## config.mk

```make
export PLATFORM = sky130hd
export DESIGN_NAME = uart_responder
export DESIGN_NICKNAME = d
export VERILOG_FILES = /design/src/rtl/uart_responder.sv
export SDC_FILE = /design/constraint.sdc
export NUM_CORES = 1
export LEC_CHECK = 0
export ABC_AREA = 1
export CORE_MARGIN = 4
export CORE_UTILIZATION = 55
export CTS_CLUSTER_SIZE = 16
export DETAILED_ROUTE_END_ITERATION = 8
export PLACE_DENSITY = 0.74
export RECOVER_POWER = 100
export SETUP_SLACK_MARGIN = 0.15
export SLEW_MARGIN = 20
export SYNTH_ARGS = -nofsm -noshare
export SYNTH_HDL_FRONTEND = slang
export SYNTH_SLANG_ARGS = --single-unit
```

## constraint.sdc

```tcl
create_clock -name clk -period 8 [get_ports clk]
set_input_delay 1.2 -clock clk [delete_from_list [all_inputs] [get_ports clk]]
set_output_delay 1.2 -clock clk [all_outputs]
set_load 0.03 [all_outputs]
```

## src/rtl/uart_responder.sv

```systemverilog
// uart_responder
//   Receives a 32-bit word as four serial frames on rx (byte0 first), reports
//   per-byte framing/parity errors, then answers on tx with either the echoed
//   word or an error code {16'hBAD0, 12'h000, perr}. Half duplex: rx is ignored
//   while a response is being transmitted.
//
//   Optional build macro: UART_RESP_PARITY_EN
//     defined   -> 11-bit frames: start, 8 data LSB first, even parity, stop
//     undefined -> 10-bit frames: start, 8 data LSB first, stop; stop errors only
//
//   Parameters
//     CLKS_PER_BIT  clock cycles per serial bit (4..65535)
//     GAP_BITS      maximum idle bit-times allowed between bytes of one word
//   Ports
//     clk         single clock, rising edge
//     rst         asynchronous active-high reset
//     rx          serial input from the initiator, idle high
//     tx          serial response output, idle high
//     word_out    last complete word received, byte0 in [7:0]
//     word_valid  one-cycle pulse when word_out/perr update
//     perr        per-byte error flags of the last word (bit n = byte n)
//     gap_err     one-cycle pulse when a partial word is dropped on timeout
//     busy        high from the first confirmed start bit until the response ends
module uart_responder #(
   parameter int CLKS_PER_BIT = 8,
   parameter int GAP_BITS     = 20
) (
   input  logic        clk,
   input  logic        rst,
   input  logic        rx,
   output logic        tx,
   output logic [31:0] word_out,
   output logic        word_valid,
   output logic [3:0]  perr,
   output logic        gap_err,
   output logic        busy
);

   localparam logic [2:0] IDLE     = 3'd0;
   localparam logic [2:0] RX_START = 3'd1;
   localparam logic [2:0] RX_DATA  = 3'd2;
   localparam logic [2:0] RX_PAR   = 3'd3;
   localparam logic [2:0] RX_STOP  = 3'd4;
   localparam logic [2:0] RX_GAP   = 3'd5;
   localparam logic [2:0] TX_LOAD  = 3'd6;
   localparam logic [2:0] TX_SHIFT = 3'd7;

   localparam logic [15:0] BIT_LAST  = 16'(CLKS_PER_BIT - 1);
   localparam logic [15:0] HALF_LAST = 16'(CLKS_PER_BIT / 2 - 1);
   localparam logic [31:0] GAP_LAST  = 32'(GAP_BITS * CLKS_PER_BIT - 1);
`ifdef UART_RESP_PARITY_EN
   localparam logic [3:0]  FRAME_LAST = 4'd10;
`else
   localparam logic [3:0]  FRAME_LAST = 4'd9;
`endif

   function automatic logic even_par(input logic [7:0] data);
      return ^data;
   endfunction

   // Frame bits in transmit order, index 0 = start bit.
   function automatic logic [10:0] build_frame(input logic [7:0] data);
`ifdef UART_RESP_PARITY_EN
      return {1'b1, even_par(data), data, 1'b0};
`else
      return {1'b1, 1'b1, data, 1'b0};
`endif
   endfunction

   logic        rx_meta_r, rx_sync_r, rx_prev_r;
   logic        line_ready_r;
   logic [15:0] ready_cnt_r;
   logic [2:0]  state_r;
   logic [15:0] clk_cnt_r;
   logic [3:0]  bit_cnt_r;
   logic [1:0]  byte_cnt_r;
   logic [31:0] gap_cnt_r;
   logic [7:0]  rx_shift_r;
`ifdef UART_RESP_PARITY_EN
   logic        rx_par_r;
`endif
   logic [23:0] rx_word_r;
   logic [2:0]  perr_acc_r;
   logic [31:0] tx_word_r;
   logic        tx_r, word_valid_r, gap_err_r, busy_r;
   logic [31:0] word_out_r;
   logic [3:0]  perr_r;

   logic        start_edge_s, byte_err_s;
   logic [31:0] new_word_s, resp_word_s;
   logic [3:0]  new_perr_s;
   logic [7:0]  tx_byte_s;
   logic [10:0] tx_frame_s;

   // Start-edge detect, current byte error, and the word/response formed at the last stop bit.
   always_comb begin
      start_edge_s = rx_prev_r & ~rx_sync_r;
`ifdef UART_RESP_PARITY_EN
      byte_err_s   = ~rx_sync_r | (rx_par_r ^ even_par(rx_shift_r));
`else
      byte_err_s   = ~rx_sync_r;
`endif
      new_word_s   = {rx_shift_r, rx_word_r};
      new_perr_s   = {byte_err_s, perr_acc_r};
      if (new_perr_s == 4'b0000) begin
         resp_word_s = new_word_s;
      end else begin
         resp_word_s = {16'hBAD0, 12'h000, new_perr_s};
      end
      case (byte_cnt_r)
         2'd0:    tx_byte_s = tx_word_r[7:0];
         2'd1:    tx_byte_s = tx_word_r[15:8];
         2'd2:    tx_byte_s = tx_word_r[23:16];
         default: tx_byte_s = tx_word_r[31:24];
      endcase
      tx_frame_s = build_frame(tx_byte_s);
   end

   // rx synchronizer, edge history, and one bit-time of idle line required after reset.
   always_ff @(posedge clk or posedge rst) begin
      if (rst) begin
         rx_meta_r    <= 1'b1;
         rx_sync_r    <= 1'b1;
         rx_prev_r    <= 1'b1;
         line_ready_r <= 1'b0;
         ready_cnt_r  <= 16'd0;
      end else begin
         rx_meta_r <= rx;
         rx_sync_r <= rx_meta_r;
         rx_prev_r <= rx_sync_r;
         if (!line_ready_r) begin
            if (!rx_sync_r) begin
               ready_cnt_r <= 16'd0;
            end else if (ready_cnt_r == BIT_LAST) begin
               line_ready_r <= 1'b1;
            end else begin
               ready_cnt_r <= ready_cnt_r + 16'd1;
            end
         end
      end
   end

   // Receive/transmit state machine with registered outputs.
   always_ff @(posedge clk or posedge rst) begin
      if (rst) begin
         state_r      <= IDLE;
         clk_cnt_r    <= 16'd0;
         bit_cnt_r    <= 4'd0;
         byte_cnt_r   <= 2'd0;
         gap_cnt_r    <= 32'd0;
         rx_shift_r   <= 8'd0;
`ifdef UART_RESP_PARITY_EN
         rx_par_r     <= 1'b0;
`endif
         rx_word_r    <= 24'd0;
         perr_acc_r   <= 3'd0;
         tx_word_r    <= 32'd0;
         tx_r         <= 1'b1;
         word_out_r   <= 32'd0;
         word_valid_r <= 1'b0;
         perr_r       <= 4'd0;
         gap_err_r    <= 1'b0;
         busy_r       <= 1'b0;
      end else begin
         word_valid_r <= 1'b0;
         gap_err_r    <= 1'b0;
         case (state_r)
            IDLE: begin
               tx_r <= 1'b1;
               if (start_edge_s && line_ready_r) begin
                  state_r    <= RX_START;
                  clk_cnt_r  <= 16'd0;
                  byte_cnt_r <= 2'd0;
                  rx_word_r  <= 24'd0;
                  perr_acc_r <= 3'd0;
               end
            end
            RX_START: begin
               if (clk_cnt_r == HALF_LAST) begin
                  clk_cnt_r <= 16'd0;
                  if (rx_sync_r) begin
                     // Line back high at mid-bit: a glitch, drop everything quietly.
                     state_r    <= IDLE;
                     byte_cnt_r <= 2'd0;
                     busy_r     <= 1'b0;
                  end else begin
                     state_r   <= RX_DATA;
                     bit_cnt_r <= 4'd0;
                     busy_r    <= 1'b1;
                  end
               end else begin
                  clk_cnt_r <= clk_cnt_r + 16'd1;
               end
            end
            RX_DATA: begin
               if (clk_cnt_r == BIT_LAST) begin
                  clk_cnt_r  <= 16'd0;
                  rx_shift_r <= {rx_sync_r, rx_shift_r[7:1]};
                  if (bit_cnt_r == 4'd7) begin
                     bit_cnt_r <= 4'd0;
`ifdef UART_RESP_PARITY_EN
                     state_r   <= RX_PAR;
`else
                     state_r   <= RX_STOP;
`endif
                  end else begin
                     bit_cnt_r <= bit_cnt_r + 4'd1;
                  end
               end else begin
                  clk_cnt_r <= clk_cnt_r + 16'd1;
               end
            end
            RX_PAR: begin
`ifdef UART_RESP_PARITY_EN
               if (clk_cnt_r == BIT_LAST) begin
                  clk_cnt_r <= 16'd0;
                  rx_par_r  <= rx_sync_r;
                  state_r   <= RX_STOP;
               end else begin
                  clk_cnt_r <= clk_cnt_r + 16'd1;
               end
`else
               state_r <= IDLE;
               busy_r  <= 1'b0;
`endif
            end
            RX_STOP: begin
               if (clk_cnt_r == BIT_LAST) begin
                  clk_cnt_r <= 16'd0;
                  if (byte_cnt_r == 2'd3) begin
                     word_out_r   <= new_word_s;
                     perr_r       <= new_perr_s;
                     word_valid_r <= 1'b1;
                     tx_word_r    <= resp_word_s;
                     byte_cnt_r   <= 2'd0;
                     state_r      <= TX_LOAD;
                  end else begin
                     case (byte_cnt_r)
                        2'd0: begin
                           rx_word_r[7:0] <= rx_shift_r;
                           perr_acc_r[0]  <= byte_err_s;
                        end
                        2'd1: begin
                           rx_word_r[15:8] <= rx_shift_r;
                           perr_acc_r[1]   <= byte_err_s;
                        end
                        default: begin
                           rx_word_r[23:16] <= rx_shift_r;
                           perr_acc_r[2]    <= byte_err_s;
                        end
                     endcase
                     byte_cnt_r <= byte_cnt_r + 2'd1;
                     gap_cnt_r  <= 32'd0;
                     state_r    <= RX_GAP;
                  end
               end else begin
                  clk_cnt_r <= clk_cnt_r + 16'd1;
               end
            end
            RX_GAP: begin
               if (start_edge_s) begin
                  state_r   <= RX_START;
                  clk_cnt_r <= 16'd0;
               end else if (gap_cnt_r == GAP_LAST) begin
                  gap_err_r  <= 1'b1;
                  busy_r     <= 1'b0;
                  byte_cnt_r <= 2'd0;
                  state_r    <= IDLE;
               end else begin
                  gap_cnt_r <= gap_cnt_r + 32'd1;
               end
            end
            TX_LOAD: begin
               // Start bit goes out on the cycle right after word_valid.
               tx_r       <= 1'b0;
               clk_cnt_r  <= 16'd0;
               bit_cnt_r  <= 4'd0;
               byte_cnt_r <= 2'd0;
               state_r    <= TX_SHIFT;
            end
            TX_SHIFT: begin
               if (clk_cnt_r == BIT_LAST) begin
                  clk_cnt_r <= 16'd0;
                  if (bit_cnt_r == FRAME_LAST) begin
                     if (byte_cnt_r == 2'd3) begin
                        tx_r       <= 1'b1;
                        busy_r     <= 1'b0;
                        byte_cnt_r <= 2'd0;
                        state_r    <= IDLE;
                     end else begin
                        // Next start bit follows the stop bit with no idle time.
                        tx_r       <= 1'b0;
                        bit_cnt_r  <= 4'd0;
                        byte_cnt_r <= byte_cnt_r + 2'd1;
                     end
                  end else begin
                     tx_r      <= tx_frame_s[bit_cnt_r + 4'd1];
                     bit_cnt_r <= bit_cnt_r + 4'd1;
                  end
               end else begin
                  clk_cnt_r <= clk_cnt_r + 16'd1;
               end
            end
            default: begin
               state_r <= IDLE;
               tx_r    <= 1'b1;
               busy_r  <= 1'b0;
            end
         endcase
      end
   end

   assign tx         = tx_r;
   assign word_out   = word_out_r;
   assign word_valid = word_valid_r;
   assign perr       = perr_r;
   assign gap_err    = gap_err_r;
   assign busy       = busy_r;

endmodule

```

# Word level (Yosys, flattened, before mapping)
# Index checks and enable logic that the tools add are counted.
[totals] regBits=184 word_cells=177 in_bits=3
[op_classes] reduce_logical=26 addsub=5 eq_ne=37 magnitude_cmp=1 muxes=81 bitwise=3
[ops] operator="$mux W32" n=5
[ops] operator="$mux W16" n=6
[ops] operator="$pmux W16 S5" n=1
[ops] operator="$mux W24" n=3
[ops] operator="$pmux W32 S2" n=1
[ops] operator="$pmux W24 S2" n=1
[ops] operator="$mux W3" n=13
[ops] operator="$ne A2 B2 Y1 const B" n=17
[ops] operator="$add A16 B1 Y16 const B" n=2
[ops] operator="$add A32 B1 Y32 const B" n=1
[ops] operator="$eq A16 B3 Y1 const B" n=2
[ops] operator="$eq A32 B8 Y1 const B" n=1
[ops] operator="$mux W4" n=7
[ops] operator="$mux W8" n=3
[ops] operator="$pmux W3 S8" n=1
[ops] operator="$pmux W8 S3" n=1
[ops] operator="$mux W1" n=22
[ops] operator="$mux W2" n=11
[ops] operator="$reduce_and A5 Y1" n=4
[ops] operator="$reduce_and A9 Y1" n=2
[ops] operator="$eq A16 B2 Y1 const B" n=1
[ops] operator="$pmux W4 S4" n=1
[ops] operator="$eq A3 B3 Y1 const B" n=4
[ops] operator="$pmux W2 S6" n=1
[ops] operator="32 further kinds" n=42

# Logic depth before layout (Yosys ltp)
# Gate-level depths: netlist (run 1).
[logic_depth] ltp_word=7 ltp_mapped=15

# Worst setup path before layout (run 1)
# No wires, ideal clock.
[synth_path] path_type="register -> output" from="reg tx_r (netlist: tx)" to="out tx" t_required_ns=6.800 n_path_buf=0 path_slack_ns=6.203 path_stages_with_launch=1 t_arrival_ns=0.597 cell_sequence="dfstp_2"
[synth_lines] item="start, declared" line="85" rtl="logic tx_r, word_valid_r, gap_err_r, busy_r;"
[synth_lines] item="start signal, assigned" line="297" rtl="tx_r <= tx_frame_s[bit_cnt_r + 4'd1];"
[synth_lines] item="end, declared" line="31" rtl="output logic tx,"
# No word-level cell between the ends.

# Worst setup path after layout (run 1)
[layout_path] from="reg byte_cnt_r[0]" to="reg word_out_r[22] (netlist: word_out[22])"
[layout_between] elab_chain_len=2
[layout_rtl] item="start, declared" line="76" rtl="logic [1:0] byte_cnt_r;"
[layout_rtl] item="start signal, assigned" line="252" rtl="byte_cnt_r <= byte_cnt_r + 2'd1;"
[layout_rtl] item="start signal, assigned" line="294" rtl="byte_cnt_r <= byte_cnt_r + 2'd1;"
[layout_rtl] item="$eq A2 B2 Y1" line="230" rtl="if (byte_cnt_r == 2'd3) begin"
[layout_rtl] item="$reduce_and A3 Y1 (no line)"
[layout_rtl] item="end signal, assigned" line="231" rtl="word_out_r <= new_word_s;"
[layout_rtl] item="end, declared" line="86" rtl="logic [31:0] word_out_r;"
# No other way between the ends.
# A chain may end at the register's enable or synchronous reset.

==> impl_metrics.ini, run 1 <==
[run_status]
outcome = finished with violations
violations = capacitance limit, slew limit

[clock_tree]
htreeDepth = 4
cts-resized-gates = 0
cts_sinks = 184
postCtsHoldBufs = 0
worstSkewPairLatency_ns = 0.44
post-cts-setup-buffer-count = 0
clk_pin_slew_ns = 0.07
cts_buffer_depth = 2
cts-root-buf = clkbuf_16
tritoncts = done
cts_buffers = 17

[sta]
rsz0062_at_grt = no
setup_viol = 0
worst_pin_slew_ns = 4.37
post-route-min-period_ns = 4.86
final.setup.tns_ns = 0
final.setup_skew_ns = 0.0116
period_share_pct = 60.8
max_freq_mhz = 206
slew_headroom_pct = -193
hold_viol_final = 0
report.final.slew_viol_count = 176

[global_routing]
grt_max_degree = 104
grt_remaining_overflow = 0
busiest_layer = met2
grtUsageMet2_pct = 38.4
grt_util_all_layers_pct = 23.9
use_met3_pct = 4.08
grt_pass1_vias = 7828
grt_first_pass_wirelength_mm = 38.7
antenna_found_initial = 0
grt_util_met1_pct = 34.2

[yosys]
netlist.area_leader.share_pct = 47.2
async_flop_share_pct = 100
ys_ff_latch = 184
synth_cell_type_count = 40
synth-edff-count = 0
synth_most_common_cell = nand2_1
synth_top_area_cell = dfrtp_1
ys.flop_type = dfrtp_1
synth_fp_nets = 1266
synth_cells = 1254
ys_warn_count = 0
syn-cell-area_um2 = 9550
synth.area.top_cells = dfrtp_1, nand2_1, nor2_1
ys_seq_area_share_pct = 48.3
syn_avg_cell_area_um2 = 7.61
yosys-top-cells-count = nand2_1, dfrtp_1, nor2_1

[placed_design]
place_congestion = 0.936
placed_cells = 1482
place_area_um2 = 10100
portBuffers = 42
dpl.hpwl_mm = 15.9

[layout]
nets = 1293
antenna_cells = 0
drive_above_1_share_pct = 4.48
area_growth_pct = 11.7
finish.instance_area_um2 = 10700
fin_cells = 1514

[floorplan]
dieArea_um2 = 19500
initial_core_util_pct = 56.8
die_h_um = 140
fp.dieW_um = 140
placementRows = 47
num_io_pins = 43
core-area_um2 = 16800

[drt]
dr.pass1.iters = 5
num_vias = 8285
dr.first_iter.drc_count = 691
vias_per_cell = 5.47
drtAntennaViolNets = 0
wire_per_inst_um = 15.2
routed_wl_mm = 22.9
drc = 0

[power]
p_seq_share_pct = 42.5
swShare_pct = 35.2
leakage_nw = 5.18
power.share.combinational_pct = 20.3
power_density_nw_per_um2 = 228
max-vdd-ir-drop_v = 0.000193
intPower_mw = 1.58
p_sw_mw = 0.856
clkPwrFrac_pct = 37.2

[critical_path]
crit_buf_inv = 5
crit_slowest_cell = clkbuf_1
path_cells = ha_1 > inv_1 > nor2_1 > inv_1 > nor2_4 > clkbuf_1 > inv_2 > nor2_1 > o21bai_1 > inv_1
crit_top_cell = inv_1
cp_max_fo = 61
cp_top_family = buffers and inverters
path_class = reg -> reg
critical-path-max-stage-delay_ns = 1.48
cp-end-kind = register
cp.required_ns = 8.32
worstSetupStartpointType = register
cp.arrival_ns = 5.18

[flow_run]
maxCapViolCount = 4

[hold_path]
min_path_type = reg -> reg
metrics by stage:
stage	setup slack (ns)	util [%]	total power, mW	hold WS [ns]
after floorplan	1.81	-	1.44	0.345
after global placement	4.63	59.9	1.55	0.346
after detailed placement	4.64	59.9	1.56	0.349
after CTS	5.05	63.8	2.46	0.360
after global routing	2.60	63.4	2.55	0.369
final	3.14	63.4	2.43	0.365
sequential cells by signal (all words and copies together) (netlist names), 4 cells and up:
register and flops:
clk_cnt_r 16, tx_word_r 32, ready_cnt_r 16, rx_shift_r 8, rx_word_r 24, gap_cnt_r 32, bit_cnt_r 4, word_out 32
perr 4
power by group through the flow:
| stage | combinational, mW | clock (mW) | sequential [mW] |
|---|---|---|---|
| after floorplan | 0.409 | 0 | 1.03 |
| final | 0.493 | 0.906 | 1.03 |
| after CTS | 0.513 | 0.918 | 1.03 |
| after global placement | 0.499 | 0 | 1.05 |
| after global routing | 0.557 | 0.957 | 1.04 |
| after detailed placement | 0.509 | 0 | 1.05 |
layout by cell type, fill, tap and decap left out, drive strengths merged, types with 8 or more instances in the layout:
cell type,count
nor3,40
o21ai,98
nand3,66
xor2,27
dfrtp,180
ha,9
clkbuf,18
nand2,446
nand4,28
nor2,130
o21bai,8
a21oi,17
inv,125
dlygate4sd3,42
cell type report:
cell class	count	area, um^2
clock buffer	17	425
clock inverter	15	224
fill	1518	6150
inverter	119	448
multi-input combinational	915	4250
sequential	184	4610
tap	220	275
timing repair buffer	44	435
logic make-up after synthesis:
logic type	count (synthesis)	share of synthesized area [%]
XOR/XNOR	31	2.84
flip-flops	184	48.3
buffers and inverters	155	6.62
adder cells (fa/ha/maj)	9	1.18
AO/OA/AOI/OAI	146	8.60
AND/OR/NAND/NOR	729	32.5
worst reg2reg max path, stage by stage (launching register included):
cell,delay (ns)
dfrtp_1,0.40
ha_1,0.39
inv_1,0.25
nor2_1,0.28
inv_1,0.15
nor2_4,0.12
clkbuf_1,1.48
inv_2,1.04
nor2_1,0.41
o21bai_1,0.16
inv_1,0.08
routing by layer:
| metal | up-vias | part of all wire [%] | wire length, um |
|---|---|---|---|
| met5 | - | 0 | 0 |
| met4 | 0 | 1.3 | 294 |
| met3 | 28 | 4.7 | 1070 |
| met2 | 220 | 47 | 10800 |
| met1 | 3973 | 47 | 10800 |
| li1 | 4064 | - | - |
final timing paths:
kind	start	endpoint	slack, ns	cells after the start
setup / recovery	byte_cnt_r[0]	word_out[22]	3.14	10
max in group asynchronous	rst	clk_cnt_r[3]	3.43	3
hold reg to reg	rx_meta_r	rx_sync_r	0.37	0
hold / removal	rx_meta_r	rx_sync_r	0.37	0
min in group asynchronous	rst	gap_cnt_r[5]	2.56	2
setup reg to reg	byte_cnt_r[0]	word_out[22]	3.14	10
Note: power is estimated with default switching activity, not from simulation.
==> run 2: changes to the inputs <==
==> constraint.sdc (replaced) <==
create_clock -name clk -period 4.8 [get_ports clk]
set_input_delay 0.72 -clock clk [delete_from_list [all_inputs] [get_ports clk]]
set_output_delay 0.72 -clock clk [all_outputs]
set_load 0.03 [all_outputs]
==> run 2 against run 1 <==
The flow still finishes with violations (capacitance limit, slew limit). Clock-buffer cell count up 1. Clock skew down 0.0011 ns. Cell count did not move. Critical path depth did not move. Power increased by 62%. Clock power increased by 55%. Sequential cell count stayed put. Via count down 1.8%. Register-to-register slack worse by 1.9 ns. Global-route usage fell by 0.10 points. Fmax up 37%. Largest cell class unchanged.
==> impl_metrics.ini, run 2 (synthesized netlist as in run 1, its figures left out) <==
[layout]
nets = 1293
multi_input_area_um2 = 4250
seqCellArea_um2 = 4610
finish.instance_area_um2 = 10600
drive_above_1_share_pct = 4.48
layout_commonest_cell = nand2_1
area_growth_pct = 11.1
fillers = 1515
antenna_cells = 0
final_cell_mix = nand2_1, dfrtp_1, nor2_1

[clock_tree]
cts-root-buf = clkbuf_16
cts-resized-gates = 0
cts_buffers = 17
clk_pin_slew_ns = 0.07
worstSkewPairLatency_ns = 0.44
postCtsHoldBufs = 0
post-cts-setup-buffer-count = 0
htreeDepth = 4
cts_buffer_depth = 2
tritoncts = done
cts_sinks = 184

[critical_path]
cp_max_fo = 61
worstSetupStartpointType = register
reg2reg_from = byte_cnt_r[1]
critPathLaunch = byte_cnt_r[1]
cp-end-kind = register
cp.arrival_ns = 3.88
path_class = reg -> reg
cp.required_ns = 5.13

[floorplan]
die_h_um = 140
core-area_um2 = 16800
placementRows = 47
fp.dieW_um = 140
num_io_pins = 43
initial_core_util_pct = 56.8
dieArea_um2 = 19500

[sta]
hold_slack_ns = 0.364
rsz0062_at_grt = no
final.setup.tns_ns = 0
hold_viol_final = 0
post-route-min-period_ns = 3.55
final.setup_skew_ns = 0.0105
period_share_pct = 74.0
max_freq_mhz = 281
report.final.slew_viol_count = 247
setup_slack_ns = 1.25
worst_pin_slew_ns = 2.55
setup_viol = 0
slew_headroom_pct = -70.1

[drt]
wire_per_inst_um = 14.8
drc = 0
dr.first_iter.drc_count = 633
routed_wl_mm = 22.5
num_vias = 8139
dr.pass1.iters = 5
drtAntennaViolNets = 0
vias_per_cell = 5.38

[power]
swShare_pct = 35.3
p_sw_mw = 1.39
clkPwrFrac_pct = 35.5
power.share.combinational_pct = 21.0
p_seq_share_pct = 43.5
intPower_mw = 2.56
leakage_nw = 5.15
max-vdd-ir-drop_v = 0.000314
power_density_nw_per_um2 = 373

[global_routing]
grt_max_degree = 185
grt_remaining_overflow = 0
grt_first_pass_wirelength_mm = 38.2
grt_util_all_layers_pct = 23.8
grt_pass1_vias = 7569
antenna_found_initial = 0

[placed_design]
dpl.hpwl_mm = 15.5
portBuffers = 42
place_congestion = 0.939
post-place-ws_ns = 1.95
place_area_um2 = 10100

[hold_path]
holdCritStartpoint = rx_meta_r
min_path_type = reg -> reg

[run_status]
outcome = finished with violations
violations = capacitance limit, slew limit

[flow_run]
maxCapViolCount = 2
## run 2: worst paths after layout
| kind | end | slack [ns] | depth (start not counted) |
|---|---|---|---|
| setup / recovery | word_out[27] | 1.25 | 10 |
| hold / removal | rx_sync_r | 0.36 | 0 |
| setup reg to reg | word_out[27] | 1.25 | 10 |
| hold reg to reg | rx_sync_r | 0.36 | 0 |
| max in group asynchronous | clk_cnt_r[9] | 1.51 | 3 |
| min in group asynchronous | gap_cnt_r[7] | 1.52 | 3 |
## run 2: worst max-delay path, cell delays in order (launching register included)
cell	delay, ns
dfrtp_1	0.39
ha_1	0.36
inv_1	0.23
nor2_1	0.26
inv_1	0.15
nor2_4	0.12
buf_4	0.40
inv_1	0.87
nor2_1	0.43
o21bai_1	0.16
inv_1	0.05
## run 2: cell type report
class / count / share of cell area [%]
Sequential cell: 184 / 43.5
Multi-Input combinational cell: 915 / 40.1
Inverter: 119 / 4.25
Timing Repair Buffer: 44 / 4.11
Clock buffer: 18 / 4.05
Tap cell: 220 / 2.60
Clock inverter: 14 / 1.45
## run 2: through the flow
step	cells	power [mW]	utilization [%]
final	1514	3.95	63.0
after global routing	1514	4.17	63.0
after CTS	1514	4.01	63.5
after detailed placement	1482	2.61	60.0
after global placement	1482	2.59	60.0
after floorplan	1254	2.40	-
## run 2: metal layers
metal	share of wire [%]	up-vias	track usage [%]
met5	0	-	0
met4	1.2	0	6.48
met3	4.2	22	4.29
met2	46	202	36.9
met1	49	3845	34.7
li1	-	4070	-
## run 2: power groups by stage
stage	logic, mW	clock network, mW	registers [mW]
4_1_cts	0.865	1.43	1.72
2_1_floorplan	0.683	0	1.72
6_report	0.831	1.40	1.72
5_1_grt	0.940	1.50	1.73
3_5_place_dp	0.858	0	1.75
3_3_place_gp	0.844	0	1.74
==> run 3: changes to the inputs <==
==> constraint.sdc (replaced) <==
create_clock -name clk -period 3.4 [get_ports clk]
set_input_delay 0.51 -clock clk [delete_from_list [all_inputs] [get_ports clk]]
set_output_delay 0.51 -clock clk [all_outputs]
set_load 0.03 [all_outputs]
==> run 3 against run 2 <==
The run now ends clean. Fmax grew 30%. Clock-buffer cell count shrank 1. Clock power grew 48%. Die area is the same. Register-to-register slack lost 0.57 ns. Cell count grew 0.33%. First-iteration DRC count grew 21%. Core utilization grew 0.65 points. Critical endpoint is now tx_word_r[5]. Largest cell class unchanged. Largest power group unchanged.
==> impl_metrics.ini, run 3 (synthesized netlist as in run 1, its figures left out) <==
[critical_path]
crit_end = tx_word_r[5]
cp.arrival_ns = 3.08
path_cells = ha_1 > inv_2 > nor2_4 > inv_2 > nor2_1 > inv_1 > buf_4 > nand2_1 > o21ai_0
cp.required_ns = 3.75
crit_slowest_cell = inv_1
cp_num_cells = 9
cp_top_family = buffers and inverters
ff2ff_path_depth = 9
crit_top_cell = inv_2
worstSetupStartpointType = register
critPathLaunch = byte_cnt_r[0]
cp_max_fo = 36
r2r-end = tx_word_r[5]
path_class = reg -> reg
reg2reg_from = byte_cnt_r[0]
cp-end-kind = register
r2r_slack_ns = 0.67
crit_buf_inv = 4
critical-path-max-stage-delay_ns = 0.79

[flow_run]
maxCapViolCount = 0

[layout]
fin_cells = 1519
fillers = 1496
final_cell_mix = nand2_1, dfrtp_1, nor2_1
antenna_cells = 0
nets = 1298
fin_util_pct = 63.7
layout_commonest_cell = nand2_1
drive_above_1_share_pct = 5.47
area_growth_pct = 12.2

[clock_tree]
cts-resized-gates = 0
clk_pin_slew_ns = 0.08
tritoncts = done
htreeDepth = 4
cts_sinks = 184
cts_buffer_depth = 2
cts-root-buf = clkbuf_16
worstSkewPairLatency_ns = 0.45
post-cts-setup-buffer-count = 0
cts_buffers = 17
postCtsHoldBufs = 0

[drt]
drtAntennaViolNets = 0
routed_wl_mm = 23.7
dr.pass1.iters = 6
dr.first_iter.drc_count = 765
wire_per_inst_um = 15.6
num_vias = 8369
vias_per_cell = 5.51
drc = 0

[sta]
worst_pin_slew_ns = 1.46
final.setup_skew_ns = 0.0114
post-route-min-period_ns = 2.73
period_share_pct = 80.2
hold_viol_final = 0
rsz0062_at_grt = no
hold_slack_ns = 0.365
setup_viol = 0
slew_headroom_pct = 2.77
report.final.slew_viol_count = 0
max_freq_mhz = 367
final.setup.tns_ns = 0

[hold_path]
min_path_cells = 0
min_path_type = reg -> reg

[floorplan]
core-area_um2 = 16800
placementRows = 47
num_io_pins = 43
die_h_um = 140
fp.dieW_um = 140
initial_core_util_pct = 56.8
dieArea_um2 = 19500

[power]
power_density_nw_per_um2 = 532
leakage_nw = 5.20
max-vdd-ir-drop_v = 0.000445

[global_routing]
grt_pass1_vias = 8067
grt_first_pass_wirelength_mm = 40.2
grt_max_degree = 111
grt_util_all_layers_pct = 25.0
grt_remaining_overflow = 0
antenna_found_initial = 0

[placed_design]
place_congestion = 0.937
portBuffers = 42
dpl.hpwl_mm = 16.4
placed_cells = 1487

[run_status]
outcome = finished, final reports clean
==> run 3: cell count changes in the layout (fill, tap and decap cells not counted), moves of 3 or more <==
| cell | previous run | this run |
|---|---|---|
| clkinv_8 | 0 | 9 |
| inv_1 | 115 | 110 |
| inv_2 | 3 | 8 |
| inv_8 | 6 | 1 |
| buf_4 | 1 | 5 |
| clkinv_4 | 3 | 0 |
==> run 3: through the flow <==
| step | setup WS (ns) | cell area [um^2] | power [mW] |
|---|---|---|---|
| after floorplan | 0.529 | 9550 | 3.39 |
| after global placement | 1.18 | 10100 | 3.69 |
| after global routing | 0.444 | 10700 | 5.99 |
| final | 0.675 | 10700 | 5.70 |
| after detailed placement | 1.13 | 10100 | 3.69 |
| after CTS | 1.04 | 10800 | 5.76 |
==> run 3: metal layers <==
metal,track usage [%],routed length (um),vias up
li1,-,-,4102
met5,0,0,-
met3,4.29,1270,33
met1,35.7,10900,3988
met4,5.92,354,0
met2,40.2,11200,246
==> run 3: power breakdown <==
group / internal (mW) / switching (mW)
sequential: 2.30 / 0.131
clock: 1.02 / 1.05
combinational: 0.282 / 0.920
==> run 3: cell type report <==
| class | instances | area (um^2) | area share (%) |
|---|---|---|---|
| clock buffers | 17 | 425 | 3.97 |
| clock inverters | 15 | 216 | 2.02 |
| inverters | 119 | 448 | 4.18 |
| multi-input cells | 915 | 4250 | 39.7 |
| flip-flops and latches | 184 | 4610 | 43.0 |
| well taps | 220 | 275 | 2.57 |
| repair buffers | 49 | 485 | 4.53 |
==> run 3: worst min path at each step <==
stage | from | end | slack [ns]
floorplan | rx_meta_r | rx_sync_r | 0.35
global placement | rx_meta_r | rx_sync_r | 0.35
detailed placement | rx_meta_r | rx_sync_r | 0.35
CTS | rx_meta_r | rx_sync_r | 0.36
global route | rx_meta_r | rx_sync_r | 0.37
finish | rx_meta_r | rx_sync_r | 0.37
